===== config.mk =====
export PLATFORM = sky130hd
export DESIGN_NAME = bridge_1xn_flat
export DESIGN_NICKNAME = d
export VERILOG_FILES = /design/src/rtl/bridge_1xn_if.sv /design/src/rtl/bridge_1xn.sv /design/src/flat_wrapper.sv
export SDC_FILE = /design/constraint.sdc
export NUM_CORES = 1
export LEC_CHECK = 0
export BUFFER_PORTS_ARGS = -buffer_cell sky130_fd_sc_hd__buf_2
export CORE_AREA = 2 2 118 120
export CTS_BUF_LIST = sky130_fd_sc_hd__clkbuf_4 sky130_fd_sc_hd__clkbuf_8
export CTS_CLUSTER_DIAMETER = 40
export DETAILED_ROUTE_END_ITERATION = 16
export DIE_AREA = 0 0 120 122
export PLACE_DENSITY = 0.41
export SLEW_MARGIN = 0
export SYNTH_ARGS = -nofsm -noshare
export SYNTH_HDL_FRONTEND = slang
export SYNTH_SLANG_ARGS = --single-unit

===== constraint.sdc =====
create_clock -name clk -period 3.3 [get_ports clk]
set_clock_uncertainty 0.15 [all_clocks]
set_input_delay 0.495 -clock clk [delete_from_list [all_inputs] [get_ports clk]]
set_output_delay 0.495 -clock clk [all_outputs]
set_load 0.01 [all_outputs]

===== src/rtl/bridge_1xn_if.sv =====
// rtl/bridge_1xn_if.sv - CPU data-SRAM-style master bus bundle for bridge_1xn
//
// Signals:
//   cpu_data_en     access request
//   cpu_data_wen    byte write enables, 0 means read
//   cpu_data_addr   byte address
//   cpu_data_wdata  write data
//   cpu_data_rdata  read data returned by the bridge
// Modports:
//   master  CPU side (drives the request, receives read data)
//   slave   bridge side (receives the request, drives read data)
interface bridge_1xn_if #(
    parameter int XLEN = 32
);
    logic            cpu_data_en;
    logic [3:0]      cpu_data_wen;
    logic [XLEN-1:0] cpu_data_addr;
    logic [XLEN-1:0] cpu_data_wdata;
    logic [XLEN-1:0] cpu_data_rdata;

    modport master (
        output cpu_data_en,
        output cpu_data_wen,
        output cpu_data_addr,
        output cpu_data_wdata,
        input  cpu_data_rdata
    );

    modport slave (
        input  cpu_data_en,
        input  cpu_data_wen,
        input  cpu_data_addr,
        input  cpu_data_wdata,
        output cpu_data_rdata
    );
endinterface


===== src/rtl/bridge_1xn.sv =====
// rtl/bridge_1xn.sv - one CPU data master to NUM_SLAVES slaves, base/mask decode, read latency tracking
//
// Ports:
//   clk        system clock, rising edge
//   reset      synchronous active-high reset
//   cpu        bridge_1xn_if.slave, CPU data port (en/wen/addr/wdata in, rdata out)
//   slv_en     one-hot slave enable
//   slv_wen    per-slave byte enables, slice i at [i*4 +: 4]
//   slv_addr   per-slave address, full CPU address broadcast
//   slv_wdata  per-slave write data, broadcast
//   slv_rdata  per-slave read data, slice i at [i*XLEN +: XLEN]
// Optional feature, macro BRIDGE_DECERR_EN:
//   err_valid  one-cycle pulse the cycle after an unmapped enabled access
//   err_addr   address of the most recent unmapped access
//   err_cnt    saturating count of unmapped accesses
//   unmapped reads return 32'hdead_beef instead of 0
module bridge_1xn #(
    parameter int                         XLEN       = 32,
    parameter int                         NUM_SLAVES = 2,
    parameter logic [NUM_SLAVES*XLEN-1:0] SLV_BASE   = {32'h1faf_0000, 32'h0000_0000},
    parameter logic [NUM_SLAVES*XLEN-1:0] SLV_MASK   = {32'hffff_0000, 32'h0000_0000},
    parameter int                         RD_LATENCY = 1
) (
    input  logic                       clk,
    input  logic                       reset,
    bridge_1xn_if.slave                cpu,
    output logic [NUM_SLAVES-1:0]      slv_en,
    output logic [4*NUM_SLAVES-1:0]    slv_wen,
    output logic [XLEN*NUM_SLAVES-1:0] slv_addr,
    output logic [XLEN*NUM_SLAVES-1:0] slv_wdata,
    input  logic [XLEN*NUM_SLAVES-1:0] slv_rdata
`ifdef BRIDGE_DECERR_EN
    ,
    output logic                       err_valid,
    output logic [XLEN-1:0]            err_addr,
    output logic [7:0]                 err_cnt
`endif
);
    localparam int NS   = NUM_SLAVES;
    localparam int LAST = RD_LATENCY - 1;

    logic [NS-1:0] hit;
    logic [NS-1:0] sel;
    logic          found;
    logic          rd_issue;

    // One entry per cycle of read latency; the last entry steers rdata.
    logic          pipe_vld [RD_LATENCY];
    logic [NS-1:0] pipe_sel [RD_LATENCY];
`ifdef BRIDGE_DECERR_EN
    logic          pipe_err [RD_LATENCY];
    logic          unmapped_acc;
`endif

    always_comb begin
        hit = '0;
        for (int i = 0; i < NS; i++) begin
            hit[i] = ((cpu.cpu_data_addr & SLV_MASK[i*XLEN +: XLEN]) ==
                      (SLV_BASE[i*XLEN +: XLEN] & SLV_MASK[i*XLEN +: XLEN]));
        end
    end

    // Lowest index wins so overlapping windows resolve by priority.
    always_comb begin
        sel   = '0;
        found = 1'b0;
        for (int i = 0; i < NS; i++) begin
            if (hit[i] && !found) begin
                sel[i] = 1'b1;
                found  = 1'b1;
            end
        end
    end

    assign rd_issue = cpu.cpu_data_en && (cpu.cpu_data_wen == 4'b0000);

    always_comb begin
        slv_en    = '0;
        slv_wen   = '0;
        slv_addr  = '0;
        slv_wdata = '0;
        for (int i = 0; i < NS; i++) begin
            slv_en[i]              = cpu.cpu_data_en && sel[i] && !reset;
            slv_wen[i*4 +: 4]      = (sel[i] && !reset) ? cpu.cpu_data_wen : 4'b0000;
            slv_addr[i*XLEN +: XLEN]  = cpu.cpu_data_addr;
            slv_wdata[i*XLEN +: XLEN] = cpu.cpu_data_wdata;
        end
    end

    // Unmapped reads enter as vld with sel == 0, which naturally yields 0 data.
    always_ff @(posedge clk) begin
        if (reset) begin
            for (int k = 0; k < RD_LATENCY; k++) begin
                pipe_vld[k] <= 1'b0;
                pipe_sel[k] <= '0;
`ifdef BRIDGE_DECERR_EN
                pipe_err[k] <= 1'b0;
`endif
            end
        end else begin
            pipe_vld[0] <= rd_issue;
            pipe_sel[0] <= sel;
`ifdef BRIDGE_DECERR_EN
            pipe_err[0] <= rd_issue && !found;
`endif
            for (int k = 1; k < RD_LATENCY; k++) begin
                pipe_vld[k] <= pipe_vld[k-1];
                pipe_sel[k] <= pipe_sel[k-1];
`ifdef BRIDGE_DECERR_EN
                pipe_err[k] <= pipe_err[k-1];
`endif
            end
        end
    end

    // Gated by reset so a read caught in the last stage never leaks out.
    always_comb begin
        cpu.cpu_data_rdata = '0;
        if (pipe_vld[LAST] && !reset) begin
            for (int i = 0; i < NS; i++) begin
                if (pipe_sel[LAST][i]) begin
                    cpu.cpu_data_rdata = cpu.cpu_data_rdata | slv_rdata[i*XLEN +: XLEN];
                end
            end
`ifdef BRIDGE_DECERR_EN
            if (pipe_err[LAST]) begin
                cpu.cpu_data_rdata = XLEN'(32'hdead_beef);
            end
`endif
        end
    end

`ifdef BRIDGE_DECERR_EN
    assign unmapped_acc = cpu.cpu_data_en && !found;

    always_ff @(posedge clk) begin
        if (reset) begin
            err_valid <= 1'b0;
            err_addr  <= '0;
            err_cnt   <= 8'h00;
        end else begin
            err_valid <= unmapped_acc;
            if (unmapped_acc) begin
                err_addr <= cpu.cpu_data_addr;
                if (err_cnt != 8'hff) begin
                    err_cnt <= err_cnt + 8'h01;
                end
            end
        end
    end
`endif
endmodule


===== src/flat_wrapper.sv =====
// flat-port wrapper written by rule: the top's interface ports become plain ports
module bridge_1xn_flat 
#(
    parameter int                         XLEN       = 32,
    parameter int                         NUM_SLAVES = 2,
    parameter logic [NUM_SLAVES*XLEN-1:0] SLV_BASE   = {32'h1faf_0000, 32'h0000_0000},
    parameter logic [NUM_SLAVES*XLEN-1:0] SLV_MASK   = {32'hffff_0000, 32'h0000_0000},
    parameter int                         RD_LATENCY = 1
)
  (clk, reset, slv_en, slv_wen, slv_addr, slv_wdata, slv_rdata, cpu_cpu_data_en, cpu_cpu_data_wen, cpu_cpu_data_addr, cpu_cpu_data_wdata, cpu_cpu_data_rdata);
  bridge_1xn_if #(.XLEN(XLEN)) cpu_i ();
  input  logic clk;
  input  logic reset;
  output logic [NUM_SLAVES-1:0] slv_en;
  output logic [4*NUM_SLAVES-1:0] slv_wen;
  output logic [XLEN*NUM_SLAVES-1:0] slv_addr;
  output logic [XLEN*NUM_SLAVES-1:0] slv_wdata;
  input  logic [XLEN*NUM_SLAVES-1:0] slv_rdata;
  input wire logic [$bits(cpu_i.cpu_data_en)-1:0] cpu_cpu_data_en;
  input wire logic [$bits(cpu_i.cpu_data_wen)-1:0] cpu_cpu_data_wen;
  input wire logic [$bits(cpu_i.cpu_data_addr)-1:0] cpu_cpu_data_addr;
  input wire logic [$bits(cpu_i.cpu_data_wdata)-1:0] cpu_cpu_data_wdata;
  output wire logic [$bits(cpu_i.cpu_data_rdata)-1:0] cpu_cpu_data_rdata;
  assign cpu_i.cpu_data_en = cpu_cpu_data_en;
  assign cpu_i.cpu_data_wen = cpu_cpu_data_wen;
  assign cpu_i.cpu_data_addr = cpu_cpu_data_addr;
  assign cpu_i.cpu_data_wdata = cpu_cpu_data_wdata;
  assign cpu_cpu_data_rdata = cpu_i.cpu_data_rdata;
  bridge_1xn #(.XLEN(XLEN), .NUM_SLAVES(NUM_SLAVES), .SLV_BASE(SLV_BASE), .SLV_MASK(SLV_MASK), .RD_LATENCY(RD_LATENCY)) u_core (.clk(clk), .reset(reset), .cpu(cpu_i), .slv_en(slv_en), .slv_wen(slv_wen), .slv_addr(slv_addr), .slv_wdata(slv_wdata), .slv_rdata(slv_rdata));
endmodule

# == After elaboration in Yosys (flattened, before gate mapping) ==
# Memories as Yosys holds them, arrays and structs flattened.
# Cells that the tools add are included.
# Widths: inputs -> output; s select.
# word_totals
regBits,0
ramBits,2
output_inout_bits,170
memories,2
# memory_table
name,depth,word_bits,rd,rd_clocked_by_memory_dff,wr,line_no,source
u_core.pipe_sel,1,1,1,0,1,bridge_1xn.sv:49,logic [NS-1:0] pipe_sel [RD_LATENCY];
u_core.pipe_vld,1,1,1,0,1,bridge_1xn.sv:48,logic pipe_vld [RD_LATENCY];
# classes
n_mux,12
bitwise_logic,1
reduce_logical,7
# ops
op,n
$mux 32,4
$or 32x32->32,1
$mux 1,7
$logic_not 4->1,1
$mux 4,1
$logic_and 1x1->1,3
$reduce_or 1->1,2
$logic_not 1->1,1

# == Depth between registers and ports, before layout ==
# depth
ltp_word,6
depth_mapped,3
mapped_depth_nobuf,2

# == Least setup slack after synthesis ==
# No wires, ideal clock.
# synth_path
path_kind,input to output
startpoint,input port reset
endpoint,output port cpu_cpu_data_rdata[0]
arrival_ns,1.048
required_time_ns,2.655
path_slack_ns,1.607
stages,3
n_path_buf,1
path_cell_list,and3b_2 > buf_6 > and2_1
# synth_via
elab_chain_cells,3
# synth_lines
item,line_no,source
from (decl),flat_wrapper.sv:13,input logic reset;
$logic_not 1->1,bridge_1xn.sv:119,if (pipe_vld[LAST] && !reset) begin
$logic_and 1x1->1,bridge_1xn.sv:119,
$mux 32,bridge_1xn.sv:119,
to (decl),flat_wrapper.sv:23,output wire logic [$bits(cpu_i.cpu_data_rdata)-1:0] cpu_cpu_data_rdata;
# No other way between the ends.

# == Worst setup path in the final report ==
# layout_path
startpoint,input port reset
endpoint,output port cpu_cpu_data_rdata[21]
# The elaborated chain is that of the path after synthesis.

==> qor.csv <==
metric;value;unit
outcome;completed;
iteration-0 DRC count of the detailed router;7;
Seq/Total Area, Yosys;2.86;%
top-count cell post-synth;buf_4;
Avg WL per Cell;8.17;um
Arr. time, crit path;1.53;ns
Worst IR Drop VDD;72.8;uV
critical path startpoint category;primary input;
detailed placement HPWL;2200;um
Netlist cell types;11;
grt met1 use;1.96;%
Fin Setup TNS;0;ns
Worst setup EP type;primary output;
grt peak-use layer;met2;
Row Count;43;
Netlist Area Pre-Place;1400;sq um
Core Region;13500;sq um
Die Wd;120;um
final period utilization;65.9;%
clk sinks;2;
DRT antenna net count;0;
Synth area leader;buf_4;
Fin. Hold Viols;0;
Finished Layout Cells;306;
PortBufs;75;
Final nets;263;
Initial Util;10.4;%
clock buffer depth;2;
Leakage;0.574;nW
CP required;2.65;ns
area growth from synthesis to layout;-26.8;%
dpl cell area;985;sq um
Fill cells;1582;
clock transition at the registers of the reported paths;0.03;ns
area share of the largest cell type after synthesis;71.2;%
setup bufs post-CTS;0;
Avg Inst Size Synth;7.79;sq um
initial antenna violation count;0;
Synth Instances;180;
vias per cell;2.31;
Synth area leaders;buf_4 (71%), and2_4 (13%), and2_1 (4.5%), and2b_2 (3.1%), dfxtp_1 (2.9%);
Synth Warn #;0;
pre-CTS setup slack;1.09;ns
via count;706;
#FFs+latches synth;2;
Root Driver;clkbuf_8;
die area;14600;sq um
fmax;460;MHz
dpl cells;303;
HP Class;in -> reg;
Die Ht;122;um
DRC;0;
beginning of the critical path;reset;
RSZ-0062 raised after global routing;no;
Max Slew Vio Count;0;
pin count of the biggest net entering global routing;33;
Setup WS post-layout;1.13;ns
min-delay src;reset;
gr ovfl total;0;
drt pass-1 iters;2;
hold endpoint;u_core.pipe_sel[0]$_DFF_P_;
Commonest cells post-synth;buf_4 (133), and2_4 (21), and2_1 (10);
IO Count;305;
fin area;1030;sq um
layout cells sized above 1;84.9;%
post-CTS sizing;0;
final wirelength;2500;um
CTS Buf Count;3;
Hold Path Depth;2;
CTS tree;done;
EDFF count, synth;0;
number of max-cap violations;0;
kind of critical path;in -> out;
GP Congestion;0.554;
first-pass GRT wire length;3380;um
vias in the first global route;689;
diode count;0;
pwr/cell area;154;nW/um^2
asr flop ratio synth;0;%
GRT Total Usage;3.03;%
Max Fanout on Critical Path;32;
met2 usage;4.90;%
post-layout minimum cycle time;2.17;ns
Most used DFF post-synth;dfxtp_1;
Setup Viol. Count Final;0;
hold_buf cts;0;
H-tree depth;1;
met3 usage;2.29;%
[layout by cell type, fill, tap and decap left out, drive strengths merged]
cell type | netlist | routed
and3b | 1 | 1
conb | 1 | 5
clkbuf | 0 | 3
dfxtp | 2 | 2
inv | 1 | 1
and2 | 33 | 33
buf | 136 | 75
nor4 | 1 | 1
and2b | 5 | 5
[metal layers]
layer | wire (um) | vias to the layer above | part of all wire [%]
li1 | - | 292 | -
met1 | 649 | 272 | 26
met2 | 1060 | 112 | 42
met3 | 598 | 30 | 24
met4 | 194 | 0 | 7.8
met5 | 0 | - | 0
[cell type report]
type | count | area [sq um] | share of cell area [%]
multi-input combinational | 45 | 340 | 33.2
timing repair buffer | 75 | 375 | 36.6
tap | 180 | 225 | 22.0
inverter | 1 | 3.75 | 0.366
sequential | 2 | 40.0 | 3.90
clock buffer | 3 | 41.3 | 4.02
[report_power, final]
| group | leakage [nW] | switching [mW] | internal, mW | total, mW |
|---|---|---|---|---|
| clock | 0.0216 | 0.0180 | 0.0770 | 0.0950 |
| sequential | 0.0165 | 0.000121 | 0.0252 | 0.0253 |
| combinational | 0.536 | 0.0152 | 0.0223 | 0.0375 |
[worst max-delay path, cell delays in order]
cell     delay (ns)
buf_2          0.13
and3b_2        0.56
and2_4         0.22
buf_2          0.12
[metrics by stage]
| stage | hold slack (ns) | power [mW] | util [%] |
|---|---|---|---|
| after floorplan | 0.402 | 0.200 | - |
| after global placement | 0.555 | 0.0627 | 7.29 |
| after detailed placement | 0.564 | 0.0635 | 7.29 |
| after CTS | 0.347 | 0.162 | 7.60 |
| after global routing | 0.375 | 0.171 | 7.60 |
| final | 0.347 | 0.158 | 7.60 |
[worst max path at each step]
| stage | slack, ns | to | cells after the start |
|---|---|---|---|
| after CTS | 1.10 | cpu_cpu_data_rdata[21] | 4 |
| after floorplan | 1.61 | cpu_cpu_data_rdata[0] | 3 |
| after global placement | 1.14 | cpu_cpu_data_rdata[30] | 4 |
| after global routing | 1.01 | cpu_cpu_data_rdata[30] | 4 |
| after detailed placement | 1.09 | cpu_cpu_data_rdata[21] | 4 |
| final | 1.13 | cpu_cpu_data_rdata[21] | 4 |
[flip-flops by register name, indices dropped and copies added, names as in the netlist]
signal / cells
u_core.pipe_vld: 1
u_core.pipe_sel: 1
[kinds of logic after synthesis]
family	after synthesis	synth area share (%)
buffers and inverters	137	73.9
and+or+nand+nor	40	22.9
DFF	2	2.86
other	1	0.268
Note: power is estimated with default switching activity, not from simulation.
